<file path="src/rtl/prom_pkg.sv">
// Shared types for the program-ROM access path: response owner tags, arbiter
// FSM states and the default ROM geometry.
package prom_pkg;

    typedef enum logic [1:0] {
        OWN_NONE = 2'd0,
        OWN_IF   = 2'd1,
        OWN_LD   = 2'd2
    } owner_e;

    typedef enum logic [1:0] {
        S_RESET = 2'd0,
        S_WARM  = 2'd1,
        S_RUN   = 2'd2
    } state_e;

    localparam int PROM_ADDR_W     = 5;
    localparam int PROM_DATA_W     = 32;
    localparam int PROM_STARVE_MAX = 4;

endpackage

</file>
<file path="src/rtl/prom_access_arbiter.sv">
// Shares the single-port program ROM between instruction fetch and data loads;
// combinational grant, one registered owner tag, data returned one cycle later.
module prom_access_arbiter
    import prom_pkg::*;
#(
    parameter int ADDR_W     = PROM_ADDR_W,
    parameter int DATA_W     = PROM_DATA_W,
    parameter int STARVE_MAX = PROM_STARVE_MAX
) (
    input  logic              clk,
    input  logic              reset,
    // Handshake: a requester raises req with a stable addr and holds both until
    // the cycle its gnt is 1; that cycle is the transfer. The response appears as
    // a single-cycle rvalid one cycle later, with no back-pressure on it.
    input  logic              if_req,
    input  logic [ADDR_W-1:0] if_addr,
    input  logic              if_flush,
    output logic              if_gnt,
    output logic              if_rvalid,
    output logic [DATA_W-1:0] if_rdata,
    input  logic              ld_req,
    input  logic [ADDR_W-1:0] ld_addr,
    output logic              ld_gnt,
    output logic              ld_rvalid,
    output logic [DATA_W-1:0] ld_rdata,
    output logic              rom_ce,
    output logic              rom_oce,
    output logic              rom_reset,
    output logic [ADDR_W-1:0] rom_ad,
    input  logic [DATA_W-1:0] rom_dout,
    output logic [1:0]        dbg_state,
    output logic [3:0]        dbg_starve_cnt
);

    localparam logic [1:0] ST_RESET = S_RESET;
    localparam logic [1:0] ST_WARM  = S_WARM;
    localparam logic [1:0] ST_RUN   = S_RUN;

    localparam logic [3:0] STARVE_LIM = 4'(STARVE_MAX);

    logic [1:0]        state_q;
    logic [1:0]        state_d;
    logic [3:0]        starve_q;
    owner_e            owner_q;
    owner_e            owner_d;
    logic [ADDR_W-1:0] ad_q;
    logic [DATA_W-1:0] if_rdata_q;
    logic [DATA_W-1:0] ld_rdata_q;
    logic              run;
    logic              fetch_forced;

    always_comb begin
        state_d = state_q;
        case (state_q)
            ST_RESET: state_d = ST_WARM;
            ST_WARM:  state_d = ST_RUN;
            default:  state_d = ST_RUN;
        endcase
    end

    always_ff @(posedge clk) begin
        if (reset) begin
            state_q <= ST_RESET;
        end else begin
            state_q <= state_d;
        end
    end

    // Reset gates every output combinationally so an in-flight response is
    // dropped in the very cycle reset is raised.
    assign run          = (state_q == ST_RUN) && !reset;
    assign fetch_forced = if_req && (starve_q == STARVE_LIM);

    assign ld_gnt    = run && ld_req && !fetch_forced;
    assign if_gnt    = run && if_req && !ld_gnt;
    assign rom_ce    = ld_gnt || if_gnt;
    assign rom_oce   = run;
    assign rom_reset = reset;

    always_comb begin
        rom_ad = ad_q;
        if (reset) begin
            rom_ad = '0;
        end else if (ld_gnt) begin
            rom_ad = ld_addr;
        end else if (if_gnt) begin
            rom_ad = if_addr;
        end
    end

    always_comb begin
        owner_d = OWN_NONE;
        if (ld_gnt) begin
            owner_d = OWN_LD;
        end else if (if_gnt) begin
            owner_d = OWN_IF;
        end
    end

    always_ff @(posedge clk) begin
        if (reset) begin
            ad_q    <= '0;
            owner_q <= OWN_NONE;
        end else begin
            owner_q <= owner_d;
            if (rom_ce) begin
                ad_q <= rom_ad;
            end
        end
    end

    // Counts loads granted over a waiting fetch; any fetch grant or an idle
    // fetch port restarts the count.
    always_ff @(posedge clk) begin
        if (reset) begin
            starve_q <= '0;
        end else if (!if_req || if_gnt) begin
            starve_q <= '0;
        end else if (ld_gnt && (starve_q < STARVE_LIM)) begin
            starve_q <= starve_q + 4'd1;
        end
    end

    assign if_rvalid = !reset && (owner_q == OWN_IF) && !if_flush;
    assign ld_rvalid = !reset && (owner_q == OWN_LD);

    always_ff @(posedge clk) begin
        if (reset) begin
            if_rdata_q <= '0;
            ld_rdata_q <= '0;
        end else begin
            if (if_rvalid) begin
                if_rdata_q <= rom_dout;
            end
            if (ld_rvalid) begin
                ld_rdata_q <= rom_dout;
            end
        end
    end

    assign if_rdata = reset ? '0 : (if_rvalid ? rom_dout : if_rdata_q);
    assign ld_rdata = reset ? '0 : (ld_rvalid ? rom_dout : ld_rdata_q);

    assign dbg_state      = state_q;
    assign dbg_starve_cnt = starve_q;

endmodule
</file>
<file path="config.mk">
export PLATFORM = sky130hd
export DESIGN_NAME = prom_access_arbiter
export DESIGN_NICKNAME = d
export VERILOG_FILES = /design/src/rtl/prom_pkg.sv /design/src/rtl/prom_access_arbiter.sv
export SDC_FILE = /design/constraint.sdc
export NUM_CORES = 1
export LEC_CHECK = 0
export CAP_MARGIN = 20
export CORE_MARGIN = 5
export CORE_UTILIZATION = 40
export DETAILED_ROUTE_END_ITERATION = 12
export HOLD_SLACK_MARGIN = 0.08
export PLACE_DENSITY = 0.81
export SETUP_SLACK_MARGIN = 0.02
export SYNTH_ARGS = -nofsm -noshare
export SYNTH_HDL_FRONTEND = slang
export SYNTH_SLANG_ARGS = --single-unit
</file>
<file path="constraint.sdc">
create_clock -name clk -period 2.1 [get_ports clk]
set_clock_uncertainty 0.05 [all_clocks]
set_input_delay 0.315 -clock clk [delete_from_list [all_inputs] [get_ports clk]]
set_output_delay 0.315 -clock clk [all_outputs]
set_load 0.005 [all_outputs]
</file>
==> reports/qor.csv, run 1 <==
stage,metric,value,unit
final_layout,postLayoutCellArea,4930,µm²
final_layout,drive_gt1_share,37.4,%
place,placed_cell_area,4430,µm²
floorplan,die_area,8770,µm²
logic_synthesis,netlist_area,2800,µm²
logic_synthesis,yosysTopAreaCell,dfxtp_1,
routing,avgViaCountPerCell,4.86,
logic_synthesis,ys.warnings.count,0,
global_route,grt_usage,21.2,%
final_layout,multiInputGateArea,1340,µm²
clocking,clkTransAtPathRegs,0.07,ns
routing,drcViolationCount,0,
setup_path,cp_max_fo,5,
logic_synthesis,yosysSeqAreaShare,55.1,%
setup_path,crit_slowest_cell,dfxtp_2,
setup_path,crit_required,1.74,ns
final_layout,area_delta_synth_final,76.1,%
sta,hold_violations,0,
final_layout,nFillCells,528,
logic_synthesis,synth.area.top_cells,"dfxtp_1 55%, nand2_1 17%, o21ai_0 11%",
final_layout,regArea,1550,µm²
clocking,cts_tree,done,
clocking,cts.sinks,77,
sta,setup_ws,-0.150,ns
global_route,grt_pass1_wl,14.8,mm
sta,setup_viol,7,
hold_path,hold_path_class,primary input to register,
sta,maxSlewViolCount,0,
logic_synthesis,ys_seq_elements,77,
power,power_leakage,2.11,nW
final_layout,final_util,72.5,%
routing,first_pass_iters,4,
logic_synthesis,synthAdderAreaFrac,0.894,%
sta,relSlewSlack,78.8,%
place,place_congestion,0.801,
floorplan,initial_core_util,41.2,%
global_route,grt_max_degree,31,
clocking,holdBufCountCts,0,
setup_path,cp_cell_sequence,inv_2 -> ha_4 -> buf_6 -> nand4b_1 -> nand2_2 -> buf_12 -> o22ai_4 -> a211oi_2 -> buf_2,
routing,ant_nets,0,
logic_synthesis,avgSynthCellArea,8.02,µm²
logic_synthesis,synth_xor_area_share,0.313,%
routing,wirelength,9.84,mm
setup_path,critical_path_buf_inv_count,4,
logic_synthesis,yosys.area_share.simple,22.7,%
final_layout,final_nets,577,
logic_synthesis,yosysUniqueCellTypes,24,
sta,period_needed,2.25,ns
final_layout,antenna-diode-count,0,
floorplan,rows,30,
outcome,status,"complete, but fails checks",
sta,setup_tns,-0.662,ns
setup_path,cp_slowest_stage_delay,0.33,ns
routing,via_count,3050,
global_route,antenna_found_initial,0,
logic_synthesis,syn_inst,349,
place,hpwlAfterDp,5.96,mm
setup_path,end_kind,primary output,
logic_synthesis,synth-compound-area-share,15.9,%
global_route,first_global_vias,3116,
routing,wl_per_cell,15.7,µm
logic_synthesis,yosysTopAreaCellShare,55.1,%
sta,period_share,107,%
floorplan,die_h,93.7,µm
floorplan,die_w,93.7,µm
power,power.density,664,nW/µm²
logic_synthesis,synth_fp_nets,398,
logic_synthesis,synth_top_family_by_area,simple AND/OR/NAND/NOR gates,
place,port_buffers,128,
clocking,insertion_delay,0.33,ns
setup_path,crit_family,buffers and inverters,
setup_path,start_kind,register,
clocking,htree_levels,3,
power,peakVddDrop,0.540,mV
floorplan,design.core.area,6790,µm²
sta,fmax,0.444,GHz
power,p_total,3.27,mW
sta,tightest_slew,0.315,ns
setup_path,arrival,1.89,ns
clocking,root_buffer,clkbuf_8,
clocking,numCtsBuffers,9,
logic_synthesis,synth_mux_area_share,0.358,%
floorplan,io_pins,129,
routing,drt-initial-drc-count,75,
clocking,cts_buffer_depth,2,
sta,grt_setup_unrepaired,true,
outcome,violations,setup timing,
setup_path,crit_type,register to primary output,
global_route,overflow,0,
flow_run,cap_violations,0,
==> synthesized netlist by cell type <==
library cell / n
o22ai_1: 5
nor3b_1: 2
nor2_2: 1
buf_2: 8
nor2_1: 16
nand3b_1: 1
o21ai_0: 64
buf_4: 2
a211oi_1: 10
dfxtp_1: 77
mux2i_1: 1
nor4b_1: 1
nor3_1: 1
nand4b_1: 1
ha_1: 2
nor4_4: 1
inv_1: 6
or3b_1: 1
xnor2_1: 1
a21oi_1: 2
o21ai_2: 1
and3b_1: 1
clkbuf_1: 15
nand2_1: 129
==> layer usage <==
layer	vias to the layer above	part of all wire (%)	global-route usage, %
met5	-	0	0
met2	98	52	37.2
met3	21	5.8	4.81
met1	1429	40	24.9
met4	0	2.5	8.42
li1	1502	-	-
==> flip-flops by register name, indices dropped and copies added (netlist names) <==
name and flops:
if_rdata_q 32, ld_rdata_q 32, ad_q 5, dbg_starve_cnt 4, dbg_state 2, owner_q 2
==> worst register-to-register path, cell delays in order (launching register included) <==
cell,delay (ns)
dfxtp_2,0.33
inv_2,0.06
ha_4,0.14
buf_6,0.09
nand4b_1,0.17
nand2_2,0.17
buf_12,0.14
o22ai_2,0.09
buf_4,0.14
buf_4,0.13
a211oi_1,0.27
==> report_power, final <==
| group | internal [mW] | total (mW) | switching, mW |
|---|---|---|---|
| combinational | 0.229 | 0.398 | 0.170 |
| sequential | 1.49 | 1.50 | 0.0144 |
| clock | 0.847 | 1.37 | 0.524 |
| total | 2.57 | 3.27 | 0.708 |
==> worst paths after layout <==
path	start	to	slack, ns	cells past startpoint
hold / removal	reset	dbg_state[1]$_SDFF_PP0_	0.28	2
setup reg to reg	dbg_starve_cnt[0]$_SDFFE_PP0P_	ad_q[3]$_SDFFE_PP0P_	0.22	10
setup / recovery	dbg_starve_cnt[0]$_SDFFE_PP0P_	rom_ad[1]	-0.15	9
hold reg to reg	dbg_state[1]$_SDFF_PP0_	dbg_state[0]$_SDFF_PP0_	0.41	1
==> placed cells by master (no fill, tap or decap), drive strengths merged, types with 2 or more instances in the layout <==
master,n
clkbuf,34
a21oi,2
ha,2
dfxtp,77
buf,106
a211oi,10
clkdlybuf4s50,52
nor3b,2
o21ai,65
o22ai,5
inv,6
dlygate4sd2,11
nor2,17
nand2,129
bufinv,3
==> metrics by stage <==
stage                     setup WS (ns)  hold slack (ns)  std cells
after floorplan                   0.325            0.343        349
final                            -0.150            0.275        628
after global routing             -0.233            0.285        628
after detailed placement         -0.542            0.426        585
after global placement           -0.501            0.422        585
after CTS                        -0.122            0.256        625
==> cells by family after synthesis <==
logic type,Yosys count
adders and majority gates,2
DFF,77
AOI/OAI and AO/OA,82
xor gates and xnor gates,1
buffers and inverters,31
muxes,1
and+or+nand+nor,155
==> timing repair <==
item,4_1_cts,5_1_grt
cloned,4,2
buffers inserted,21,2
gates resized for setup,251,115
pin swaps,18,9
setup endpoints to repair,75,67
==> cell type report <==
| type | instances | area share (%) |
|---|---|---|
| clock buffer | 11 | 3.07 |
| clock inverter | 4 | 1.93 |
| inverter | 6 | 0.508 |
| multi-input combinational | 241 | 27.2 |
| sequential | 77 | 31.5 |
| tap | 96 | 2.44 |
| timing repair buffer | 193 | 33.3 |
(Power assumes the default switching activity.)
==> inputs of run 2 (changes only) <==
--- a/config.mk
+++ b/config.mk
@@ -10,7 +10,7 @@
 export CORE_UTILIZATION = 40
 export DETAILED_ROUTE_END_ITERATION = 12
 export HOLD_SLACK_MARGIN = 0.08
-export PLACE_DENSITY = 0.81
+export PLACE_DENSITY = 0.78
 export SETUP_SLACK_MARGIN = 0.02
 export SYNTH_ARGS = -nofsm -noshare
 export SYNTH_HDL_FRONTEND = slang
==> run 2 against run 1 <==
The flow still finishes with violations (setup timing). Global-route usage rose by 0.61 points. Die area is the same. First-iteration DRC count increased by 37%. Non-clock buffer count increased by 2. Sequential share of layout area decreased by 0.77 points. Sequential cell count did not move. Hold slack better by 0.14 ns. Via count up 1.2%. Cell count up 0.48%. Count of clock-buffer cells in the layout unchanged. Core utilization grew 1.7 points. Clock power fell by 20%. Largest power group unchanged.
==> reports/qor.csv, run 2 (same netlist as run 1, synthesis figures left out) <==
stage,metric,value,unit,change
outcome,status,"complete, but fails checks",,
outcome,violations,setup timing,,
place,pre_cts_slack,-0.556,ns,-0.0139 ns
power,peakVddDrop,0.440,mV,-18%
sta,period_needed,2.30,ns,+0.0460 ns
setup_path,start_kind,register,,
power,switchingPower,0.730,mW,+3.2%
clocking,root_buffer,clkbuf_8,,
power,comb_power_share,12.9,%,+0.7 points
place,port_buffers,128,,unchanged
sta,setup_viol,5,,-2
setup_path,cp_common_cell,buf_4,,
flow_run,cap_violations,0,,unchanged
floorplan,initial_core_util,41.2,%,unchanged
final_layout,final_common_cell,nand2_1,,
final_layout,stdcell_count,631,,+0.48%
power,p_total,2.99,mW,-8.7%
final_layout,layout_common_cells,"124 x nand2_1, 71 x dfxtp_1, 52 x clkdlybuf4s50_1",,
sta,relSlewSlack,78.7,%,-0.12 points
hold_path,hold_path_class,register to register,,
place,place_congestion,0.836,,+4.4%
clocking,numCtsBuffers,9,,unchanged
global_route,overflow,0,,unchanged
sta,maxSlewViolCount,0,,unchanged
power,p_int,2.26,mW,-12%
place,hpwlAfterDp,5.91,mm,-0.93%
floorplan,io_pins,129,,unchanged
clocking,cts_tree,done,,
setup_path,crit_family,compound AO/OA/AOI/OAI gates,,
clocking,clkTransAtPathRegs,0.08,ns,about the same
setup_path,cp_slowest_stage_delay,0.34,ns,about the same
final_layout,antenna-diode-count,0,,unchanged
floorplan,die_w,93.7,µm,unchanged
routing,avgViaCountPerCell,4.89,,+0.73%
routing,wl_per_cell,16.6,µm,+6.0%
floorplan,die_h,93.7,µm,unchanged
setup_path,cp_cell_sequence,inv_2 -> ha_4 -> and3b_2 -> o21ai_4 -> buf_4 -> buf_4 -> o22ai_2 -> a211oi_2 -> buf_2,,
setup_path,cp_max_fo,4,,-1
sta,setup_tns,-0.855,ns,-0.192 ns
global_route,grt_max_degree,36,,+16%
global_route,antenna_found_initial,0,,unchanged
place,placed_cells,576,,-1.5%
sta,grt_setup_unrepaired,true,,
setup_path,crit_slowest_cell,dfxtp_2,,
power,swShare,24.4,%,+2.8 points
final_layout,area_delta_synth_final,80.2,%,
routing,via_count,3087,,+1.2%
setup_path,arrival,1.93,ns,+0.04 ns
floorplan,die_area,8770,µm²,unchanged
floorplan,design.core.area,6790,µm²,unchanged
sta,setup_ws,-0.196,ns,-0.0460 ns
power,power_leakage,2.11,nW,-0.11%
routing,wirelength,10.5,mm,+6.5%
routing,drt-initial-drc-count,103,,+37%
power,clockPowerShare,36.9,%,-5.0 points
sta,hold_violations,0,,unchanged
final_layout,final_nets,579,,+0.35%
clocking,cts_buffer_depth,2,,unchanged
setup_path,crit_required,1.74,ns,about the same
floorplan,rows,30,,unchanged
sta,period_share,109,%,+2.2 points
clocking,cts.sinks,77,,unchanged
setup_path,crit_type,register to primary output,,
routing,drcViolationCount,0,,unchanged
final_layout,reg_top3,"if_rdata_q: 32 flops, ld_rdata_q: 32 flops, ad_q: 5 flops",,
power,power.density,593,nW/µm²,-11%
clocking,insertion_delay,0.34,ns,about the same
global_route,grt_usage,21.8,%,+0.61 points
sta,fmax,0.436,GHz,-2.0%
setup_path,critical_path_buf_inv_count,4,,unchanged
global_route,first_global_vias,2955,,-5.2%
clocking,htree_levels,3,,unchanged
setup_path,end_kind,primary output,,
routing,ant_nets,0,,unchanged
routing,first_pass_iters,5,,+1
final_layout,drive_gt1_share,38.1,%,+0.72 points
power,seqPwrFrac,50.2,%,+4.2 points
sta,tightest_slew,0.317,ns,+0.00185 ns
global_route,grt_pass1_wl,15.0,mm,+1.5%
==> run 2: per-stage QoR <==
stage	utilization, %	area [µm²]	hold slack (ns)
2_1_floorplan	-	2800	0.343
3_3_place_gp	64.4	4370	0.422
3_5_place_dp	64.4	4370	0.425
4_1_cts	70.2	4770	0.417
5_1_grt	74.2	5040	0.430
6_report	74.2	5040	0.412
==> run 2: power by group through the flow <==
| stage | clock (mW) | combinational (mW) | sequential, mW |
|---|---|---|---|
| after floorplan | 0 | 0.0959 | 1.53 |
| after global placement | 0 | 0.322 | 1.53 |
| after detailed placement | 0 | 0.327 | 1.54 |
| after CTS | 1.12 | 0.367 | 1.50 |
| after global routing | 1.18 | 0.412 | 1.51 |
| final | 1.10 | 0.386 | 1.50 |
==> run 2: path summary, 6_finish.rpt <==
path,startpoint,to,slack (ns),depth (start not counted)
setup / recovery,dbg_starve_cnt[0]$_SDFFE_PP0P_,rom_ad[0],-0.20,9
hold / removal,if_rdata_q[9]$_DFF_P_,if_rdata_q[9]$_DFF_P_,0.41,2
setup reg to reg,dbg_starve_cnt[0]$_SDFFE_PP0P_,ad_q[0]$_SDFFE_PP0P_,0.22,10
hold reg to reg,if_rdata_q[9]$_DFF_P_,if_rdata_q[9]$_DFF_P_,0.41,2
==> run 2: area by class of cell <==
type                       instances  area, µm²
clock inverter                     5       61.3
sequential                        77       1550
clock buffer                      11        131
timing repair buffer             195       1780
tap                               96        120
multi-input combinational        241       1380
inverter                           6       27.5
fill                             505       1750
==> run 2: layer usage <==
layer  up-vias  wire length [µm]  track usage, %
met1      1465              4130            24.5
met5         -                 0               0
met3        16               446            4.41
met4         0               220            7.70
li1       1517                 -               -
met2        89              5690            40.6
==> run 2: timing repair <==
action / 4_1_cts / 5_1_grt
endpoints found under the setup margin: 75 / 71
hold buffers: 0 / 0
resized for setup: 229 / 154
buffers inserted: 13 / 17
pin swaps: 11 / 8
gates cloned: 5 / 4
==> run 2: worst reg2reg max path, stage by stage, from the launching register on <==
cell      delay, ns
dfxtp_2        0.34
inv_2          0.04
ha_4           0.15
and3b_2        0.21
o21ai_4        0.19
buf_4          0.14
buf_4          0.09
o22ai_2        0.09
buf_4          0.16
buf_4          0.12
a211oi_1       0.22
